File: src/rtl/modulo_display_contador_7seg_pkg.sv
// Shared types and constants for the counter display stage:
// FSM encoding, segment patterns and the double-dabble nibble adjust.
package pkg_display;

  typedef enum logic [1:0] {
    ST_IDLE,
    ST_LOAD,
    ST_SHIFT,
    ST_UPDATE
  } state_t;

  // Active-low gfedcba patterns; element [0] is digit 0
  localparam logic [6:0]      SEG_BLANK  = 7'b1111111;
  localparam logic [9:0][6:0] SEG_DIGITS = '{
    7'b0010000, // 9
    7'b0000000, // 8
    7'b1111000, // 7
    7'b0000010, // 6
    7'b0010010, // 5
    7'b0011001, // 4
    7'b0110000, // 3
    7'b0100100, // 2
    7'b1111001, // 1
    7'b1000000  // 0
  };

  function automatic logic [3:0] add3(input logic [3:0] n);
    return (n >= 4'd5) ? n + 4'd3 : n;
  endfunction

endpackage

File: src/rtl/modulo_display_contador_7seg_decodificador.sv
// Combinational BCD nibble to active-low 7-segment decoder with blanking.
module modulo_decodificador_7seg
  import pkg_display::*;
(
  input  logic [3:0] nibble,
  input  logic       blank,
  output logic [6:0] seg
);

  always_comb begin
    seg = SEG_BLANK;
    if (!blank && (nibble <= 4'd9)) begin
      seg = SEG_DIGITS[nibble];
    end
  end

endmodule

File: src/rtl/modulo_display_contador_7seg.sv
// Counter display stage: sequential binary-to-BCD conversion that re-runs on
// every input change, plus a three-digit multiplexed common-anode scan.
module modulo_display_contador_7seg
  import pkg_display::*;
#(
  parameter int INVERT_IN   = 1,
  parameter int REFRESH_DIV = 50000,
  parameter int BLANK_ZEROS = 1
) (
  input  logic        clk,
  input  logic        rst,
  input  logic [6:0]  q_bar,
  output logic [11:0] bcd,
  output logic        busy,
  output logic [6:0]  seg,
  output logic [2:0]  an
);

  localparam int RW = $clog2(REFRESH_DIV);

  logic [6:0]    val;
  state_t        state_q,    state_d;
  logic [18:0]   shreg_q,    shreg_d;
  logic [18:0]   adj;
  logic [6:0]    last_val_q, last_val_d;
  logic [2:0]    cnt_q,      cnt_d;
  logic          valid_q,    valid_d;
  logic [11:0]   bcd_q,      bcd_d;
  logic          busy_q,     busy_d;
  logic [RW-1:0] rcnt_q,     rcnt_d;
  logic [1:0]    dig_q,      dig_d;
  logic [3:0]    nib;
  logic          blank;

  assign val = (INVERT_IN != 0) ? ~q_bar : q_bar;

  always_comb begin
    state_d    = state_q;
    shreg_d    = shreg_q;
    last_val_d = last_val_q;
    cnt_d      = cnt_q;
    valid_d    = valid_q;
    bcd_d      = bcd_q;
    adj        = {add3(shreg_q[18:15]), add3(shreg_q[14:11]),
                  add3(shreg_q[10:7]), shreg_q[6:0]};
    unique case (state_q)
      ST_IDLE: begin
        if ((val != last_val_q) || !valid_q) state_d = ST_LOAD;
      end
      ST_LOAD: begin
        shreg_d    = {12'b0, val};
        last_val_d = val;
        cnt_d      = '0;
        state_d    = ST_SHIFT;
      end
      ST_SHIFT: begin
        shreg_d = adj << 1;
        cnt_d   = cnt_q + 3'd1;
        if (cnt_q == 3'd6) state_d = ST_UPDATE;
      end
      ST_UPDATE: begin
        bcd_d   = shreg_q[18:7];
        valid_d = 1'b1;
        state_d = ST_IDLE;
      end
      default: state_d = ST_IDLE;
    endcase
    // busy reflects the state being entered so it rises with LOAD and falls with IDLE
    busy_d = (state_d != ST_IDLE);

    rcnt_d = rcnt_q + 1'b1;
    dig_d  = dig_q;
    if (rcnt_q == RW'(REFRESH_DIV - 1)) begin
      rcnt_d = '0;
      dig_d  = (dig_q == 2'd2) ? 2'd0 : dig_q + 2'd1;
    end
  end

  always_ff @(posedge clk) begin
    if (rst) begin
      state_q    <= ST_IDLE;
      shreg_q    <= '0;
      last_val_q <= '0;
      cnt_q      <= '0;
      valid_q    <= 1'b0;
      bcd_q      <= '0;
      busy_q     <= 1'b0;
      rcnt_q     <= '0;
      dig_q      <= '0;
    end else begin
      state_q    <= state_d;
      shreg_q    <= shreg_d;
      last_val_q <= last_val_d;
      cnt_q      <= cnt_d;
      valid_q    <= valid_d;
      bcd_q      <= bcd_d;
      busy_q     <= busy_d;
      rcnt_q     <= rcnt_d;
      dig_q      <= dig_d;
    end
  end

  always_comb begin
    unique case (dig_q)
      2'd0: begin
        nib   = bcd_q[3:0];
        blank = 1'b0;
      end
      2'd1: begin
        nib   = bcd_q[7:4];
        blank = (BLANK_ZEROS != 0) && (bcd_q[11:4] == 8'd0);
      end
      default: begin
        nib   = bcd_q[11:8];
        blank = (BLANK_ZEROS != 0) && (bcd_q[11:8] == 4'd0);
      end
    endcase
  end

  modulo_decodificador_7seg u_dec (
    .nibble (nib),
    .blank  (blank),
    .seg    (seg)
  );

  assign an   = ~(3'b001 << dig_q);
  assign bcd  = bcd_q;
  assign busy = busy_q;

endmodule
File: config.mk
export PLATFORM = sky130hd
export DESIGN_NAME = modulo_display_contador_7seg
export DESIGN_NICKNAME = d
export VERILOG_FILES = /design/src/rtl/modulo_display_contador_7seg_pkg.sv /design/src/rtl/modulo_display_contador_7seg_decodificador.sv /design/src/rtl/modulo_display_contador_7seg.sv
export SDC_FILE = /design/constraint.sdc
export NUM_CORES = 1
export LEC_CHECK = 0
export CAP_MARGIN = 0
export CELL_PAD_IN_SITES_DETAIL_PLACEMENT = 1
export CELL_PAD_IN_SITES_GLOBAL_PLACEMENT = 1
export CORE_MARGIN = 1
export CORE_UTILIZATION = 30
export CTS_CLUSTER_DIAMETER = 150
export CTS_CLUSTER_SIZE = 14
export DETAILED_ROUTE_END_ITERATION = 10
export GPL_ROUTABILITY_DRIVEN = 0
export PLACE_DENSITY_LB_ADDON = 0.1
export SLEW_MARGIN = 15
export SYNTH_ARGS = -nofsm -noshare
export SYNTH_HDL_FRONTEND = slang
export SYNTH_HIERARCHICAL = 1
export SYNTH_SLANG_ARGS = --single-unit
File: constraint.sdc
create_clock -name clk -period 2.67 [get_ports clk]
set_input_delay 0.4005 -clock clk [delete_from_list [all_inputs] [get_ports clk]]
set_output_delay 0.4005 -clock clk [all_outputs]
set_load 0.005 [all_outputs]
==> impl_results.md, run 1 <==
* VDD IR max at 0.000239 V
* Post-Syn Area at 0.00314 sq mm
* WL final at 7440 microns
* Main flop type after synthesis: dfxtp_1
* Synth-to-layout area growth at 22.5%
* Starting DRC count in detailed routing at 53
* Core Region at 0.00995 sq mm
* Total power at 0.00217 W
* R2R depth at 5
* Worst-path cell chain: mux2i_2, o21ai_2, buf_4, ha_4, o21bai_4, a21oi_4, o21ai_0, dlymetal6s2s_1
* Number of distinct library cells after synthesis at 44
* Hold path endpoint: rcnt_q[0]
* Clock Sinks at 63
* Crit-path slowest cell: dfxtp_4
* Total Routing Usage GR at 0.148
* CP startpoint kind: register
* Worst-path clk slew at 0.06 ns
* Register-to-register setup slack at 0.66 ns
* Largest net degree at the start of global routing at 19
* FILL cells at 1167
* Die Y at 104 microns
* Area fraction of the dominant cell type after synthesis at 0.402
* Final number of hold-violating endpoints at 0
* Reg-to-reg startpoint: state_q[0]
* Final period utilization at 0.872
* Hold Crit Depth at 1
* DRT antenna net count at 0
* Worst-Margin Slew at 0.782 ns
* Worst path max stage delay at 0.37 ns
* Worst Slack Setup Final at 0.342 ns
* Final setup viols at 0
* Avg Cell Area, Syn at 8.80 sq um
* RSZ-0062 raised after global routing: false
* Post-synth EDFFs at 0
* Slew Limit Fails at 0
* Die area at 0.0109 sq mm
* Global Route met3 Usage at 0.0439
* Gr ovfl total at 0
* CTS max path bufs at 2
* Max Clk Rate at 430 MHz
* Cells after synthesis at 357
* Max-Cap Viols at 0
* Layout cells sized above 1 at 0.113
* Initial antenna violation count at 0
* WL per Instance at 14.0 microns
* Clk Latency, worst-skew pair at 0.34 ns
* Final cell count without fillers at 531
* Clock Skews at 0.00566 ns
* Register area share after synthesis at 0.402
* WS Path Type: register to primary output
* Diode count at 0
* Fin util at 0.387
* Place WS at 0.0688 ns
* Die width at 104 microns
* Synth Warn # at 6
* Status: complete, no violations
* Via count at 2523
* RR Endpoint: shreg_q[17]
* Asr flop ratio synth at 0
* First-pass GRT wire length at 12800 microns
* Seq cells post-synth at 63
* Grt met2 use at 0.241
* Pre-antenna DRT Iters at 4
* Syn Nets at 384
* Slew margin rel. at 0.479
* Hold crit path type: register to register
* Synth top area cells: dfxtp_1 (40%), mux2i_1 (8.0%), nor2_1 (7.5%), ha_1 (7.2%), xnor2_1 (6.1%)
* Cells after DPL at 515
* PortBufs at 31
* Ports at 32
* Setup TNS Final at 0 ns
* Root Driver: clkbuf_8
* Top Usage Layer GRT: met2
* Drt drc at 0
* Initial Utilization at 0.315
* CP arrival at 1.93 ns
* Setup crit end kind: primary output
* Min-delay src: rcnt_q[0]
* Max H-tree Level at 3
* CTS tree: yes
* Number of CTS-inserted buffers at 9
* PwrDens at 565 mW/mm^2
* Critical Path Fanout Max at 7
* Nets at 422
* Tmin final at 2.33 ns
* Mean number of vias per cell at 4.75
* M1 GR Usage at 0.184
* DP HPWL at 5460 microns
* CP required at 2.27 ns
* Leakage power at 1.50 nW
* Rows at 36
* List of most frequent post-synthesis cells: dfxtp_1 (63), nor2_1 (63), mux2i_1 (25), nand2_1 (23), xnor2_1 (22)
* Cell taking the most area after synthesis: dfxtp_1
* Vias in the first global route at 2471
[how the worst max path moves through the flow]
stage          startpoint      to
2_1_floorplan    dig_q[0]  seg[0]
3_3_place_gp     dig_q[0]  seg[4]
3_5_place_dp     dig_q[0]  seg[5]
4_1_cts          dig_q[0]  seg[5]
5_1_grt          dig_q[0]  seg[5]
6_report         dig_q[0]  seg[5]
[metal layers]
layer / part of all wire / vias up / routed length, microns
li1: - / 1295 / -
met4: 0.012 / 0 / 91
met1: 0.49 / 1197 / 3630
met5: 0 / - / 0
met2: 0.47 / 21 / 3500
met3: 0.029 / 10 / 216
[where the power goes]
part	internal, W	switching (W)
logic	0.000165	0.000233
registers	0.00101	0.0000454
clock network	0.000377	0.000347
total	0.00155	0.000626
[worst max-delay path: cells and delay by family (launching register included)]
family,cells,cell delay (ns)
buffers and inverters,2,0.33
adder cells (fa/ha/maj),1,0.14
flip-flops,1,0.37
multiplexers,1,0.15
AO/OA/AOI/OAI,4,0.60
[cells by family (layout without fill, tap and decap cells)]
kind of cell | Yosys count | count (layout) | share of synthesized area
and+or+nand+nor | 130 | 130 | 0.197
DFF | 63 | 63 | 0.402
AOI/OAI and AO/OA | 59 | 59 | 0.125
buffers and inverters | 35 | 76 | 0.0470
muxes | 27 | 27 | 0.0880
xor gates and xnor gates | 25 | 25 | 0.0697
adders and majority gates | 18 | 18 | 0.0717
[placed cells by master (no fill, tap or decap), types with 3 or more instances in the layout]
| master | count |
|---|---|
| o31ai_1 | 3 |
| a22o_1 | 6 |
| a32oi_1 | 3 |
| dfxtp_1 | 61 |
| a211oi_1 | 7 |
| xor2_1 | 3 |
| xnor2_1 | 22 |
| o21ai_0 | 13 |
| clkbuf_8 | 11 |
| dlymetal6s2s_1 | 7 |
| nor2_1 | 63 |
| clkdlybuf4s50_1 | 24 |
| nand2_1 | 23 |
| ha_1 | 16 |
| o21ai_1 | 3 |
| nand4_1 | 3 |
| nor4_1 | 5 |
| nor3_1 | 6 |
| mux2i_1 | 23 |
| nand2b_1 | 6 |
| nand3_1 | 9 |
| buf_4 | 12 |
| a21oi_1 | 16 |
| inv_1 | 17 |
[area by class of cell]
cell class | instances | area (sq um) | area share
Tap cell | 133 | 166 | 0.0433
Multi-Input combinational cell | 259 | 1760 | 0.458
Sequential cell | 63 | 1270 | 0.329
Timing Repair Buffer | 43 | 418 | 0.109
Clock buffer | 13 | 159 | 0.0413
Clock inverter | 1 | 5.00 | 0.00130
Inverter | 19 | 71.3 | 0.0185
[state kept, by name, indices dropped and copies added (netlist names)]
signal	flops
cnt_q	3
rcnt_q	16
valid_q	1
shreg_q	19
state_q	2
bcd	12
busy	1
dig_q	2
last_val_q	7
[repair_timing]
item | 4_1_cts | 5_1_grt
hold buffers | 0 | 0
hold endpoints to repair | 0 | 0
pin swaps | 1 | 3
setup buffers | 0 | 2
cloned | 0 | 0
endpoints found under the setup margin | 7 | 7
resized for setup | 9 | 15
[per-stage QoR]
stage	cell area, sq um	hold WS [ns]
final	3850	0.464
after global routing	3850	0.497
after CTS	3790	0.472
after detailed placement	3620	0.456
after global placement	3620	0.443
after floorplan	3140	0.426
(Power assumes the default switching activity.)
==> inputs of run 2 (changes only) <==
Settings changed: CTS_CLUSTER_DIAMETER 150 to not set, SKIP_CTS_REPAIR_TIMING set to 1.
==> impl_results.md, run 2 (synthesized netlist as in run 1, its figures left out) <==
* Vias in the first global route at 2471
* Final number of hold-violating endpoints at 0
* Number of CTS-inserted buffers at 9
* Max Clk Rate at 380 MHz
* Clock power frac at 0.332
* CP arrival at 2.23 ns
* CP startpoint: dig_q[0]
* Min-delay src: rcnt_q[0]
* DRT antenna net count at 0
* Critical Path Fanout Max at 7
* CP required at 2.27 ns
* Final cell count without fillers at 529
* Nets at 420
* P_sw at 0.000622 W
* Hold crit path type: register to register
* Total power at 0.00217 W
* PortBufs at 31
* Rows at 36
* Largest reg by FF count: shreg_q
* Pre-antenna DRT Iters at 4
* DP HPWL at 5460 microns
* Reg-to-reg startpoint: state_q[0]
* Gr ovfl total at 0
* WS Path Type: register to primary output
* FILL cells at 1166
* Ports at 32
* Worst Slack Setup Final at 0.0371 ns
* Clock Sinks at 63
* Hold Slack at 0.464 ns
* CTS tree: yes
* Multi-input combinational cell area at 0.00178 sq mm
* Max-Cap Viols at 0
* Die width at 104 microns
* CP startpoint kind: register
* Placed cell area at 0.00362 sq mm
* Comb power frac at 0.183
* Mean number of vias per cell at 4.77
* Max H-tree Level at 3
* Via count at 2521
* Register area at 0.00127 sq mm
* Die Y at 104 microns
* RSZ-0062 raised after global routing: true
* WL final at 7450 microns
* PwrDens at 564 mW/mm^2
* Switching share of power at 0.287
* Synth-to-layout area growth at 22.5%
* Starting DRC count in detailed routing at 51
* Setup crit end kind: primary output
* Slew margin rel. at 0.471
* Cells after DPL at 515
* First-pass GRT wire length at 12700 microns
* Initial antenna violation count at 0
* Final setup viols at 0
* Core Region at 0.00995 sq mm
* Clock Skews at 0.00590 ns
* Tmin final at 2.63 ns
* WL per Instance at 14.1 microns
* P_int at 0.00155 W
* Most frequent cells in the layout: nor2_1 (63), dfxtp_1 (61), clkdlybuf4s50_1 (25), nand2_1 (23), mux2i_1 (23)
* Drt drc at 0
* Diode count at 0
* Root Driver: clkbuf_8
* Largest net degree at the start of global routing at 19
* Initial Utilization at 0.315
* Register share of total power at 0.485
* Fin area at 0.00385 sq mm
* Clk Latency, worst-skew pair at 0.34 ns
* Place WS at 0.0688 ns
* Worst-path clk slew at 0.06 ns
* Final period utilization at 0.986
* Max reg flops at 19
* Total Routing Usage GR at 0.148
* Worst-Margin Slew at 0.793 ns
* Status: complete, no violations
* Commonest non-fill, non-tap cell in the layout: nor2_1
* Die area at 0.0109 sq mm
* Slew Limit Fails at 0
* Layout cells sized above 1 at 0.109
* CTS max path bufs at 2
* Leakage power at 1.48 nW
* VDD IR max at 0.000239 V
run 2: final timing paths:
kind	to	slack (ns)	cells past startpoint
max	seg[5]	0.04	8
min	rcnt_q[0]	0.46	1
max reg2reg	shreg_q[17]	0.67	5
min reg2reg	rcnt_q[0]	0.46	1
run 2: final cells by class:
class | count | area share
Clock buffer | 13 | 0.0413
Timing Repair Buffer | 41 | 0.104
Inverter | 19 | 0.0185
Multi-Input combinational cell | 259 | 0.462
Clock inverter | 1 | 0.00130
Tap cell | 133 | 0.0432
Sequential cell | 63 | 0.330
run 2: stage by stage:
| stage | setup TNS [ns] | utilization |
|---|---|---|
| finish | 0 | 0.387 |
| global route | -0.112 | 0.387 |
| CTS | -2.02 | 0.380 |
| detailed placement | 0 | 0.363 |
| global placement | 0 | 0.363 |
| floorplan | 0 | - |
run 2: worst max-delay path, stage by stage (launching register included):
cell and delay (ns):
dfxtp_4 0.38, mux2i_4 0.19, o21ai_4 0.20, inv_2 0.08, ha_2 0.21, o21bai_4 0.13, a21oi_4 0.09, o21ai_1 0.11
clkdlybuf4s50_1 0.52
run 2: power groups by stage:
stage | registers [W] | logic, W | clock network (W)
3_5_place_dp | 0.00107 | 0.000404 | 0
4_1_cts | 0.00105 | 0.000405 | 0.000757
2_1_floorplan | 0.00106 | 0.000293 | 0
3_3_place_gp | 0.00107 | 0.000395 | 0
5_1_grt | 0.00106 | 0.000451 | 0.000796
6_report | 0.00105 | 0.000398 | 0.000720
run 2: per-layer routing:
layer | track usage | wire, microns | vias to the layer above | part of all wire
met2 | 0.241 | 3510 | 21 | 0.47
met4 | 0.0551 | 86 | 0 | 0.012
met5 | 0 | 0 | - | 0
li1 | - | - | 1292 | -
met3 | 0.0439 | 217 | 8 | 0.029
met1 | 0.184 | 3640 | 1200 | 0.49
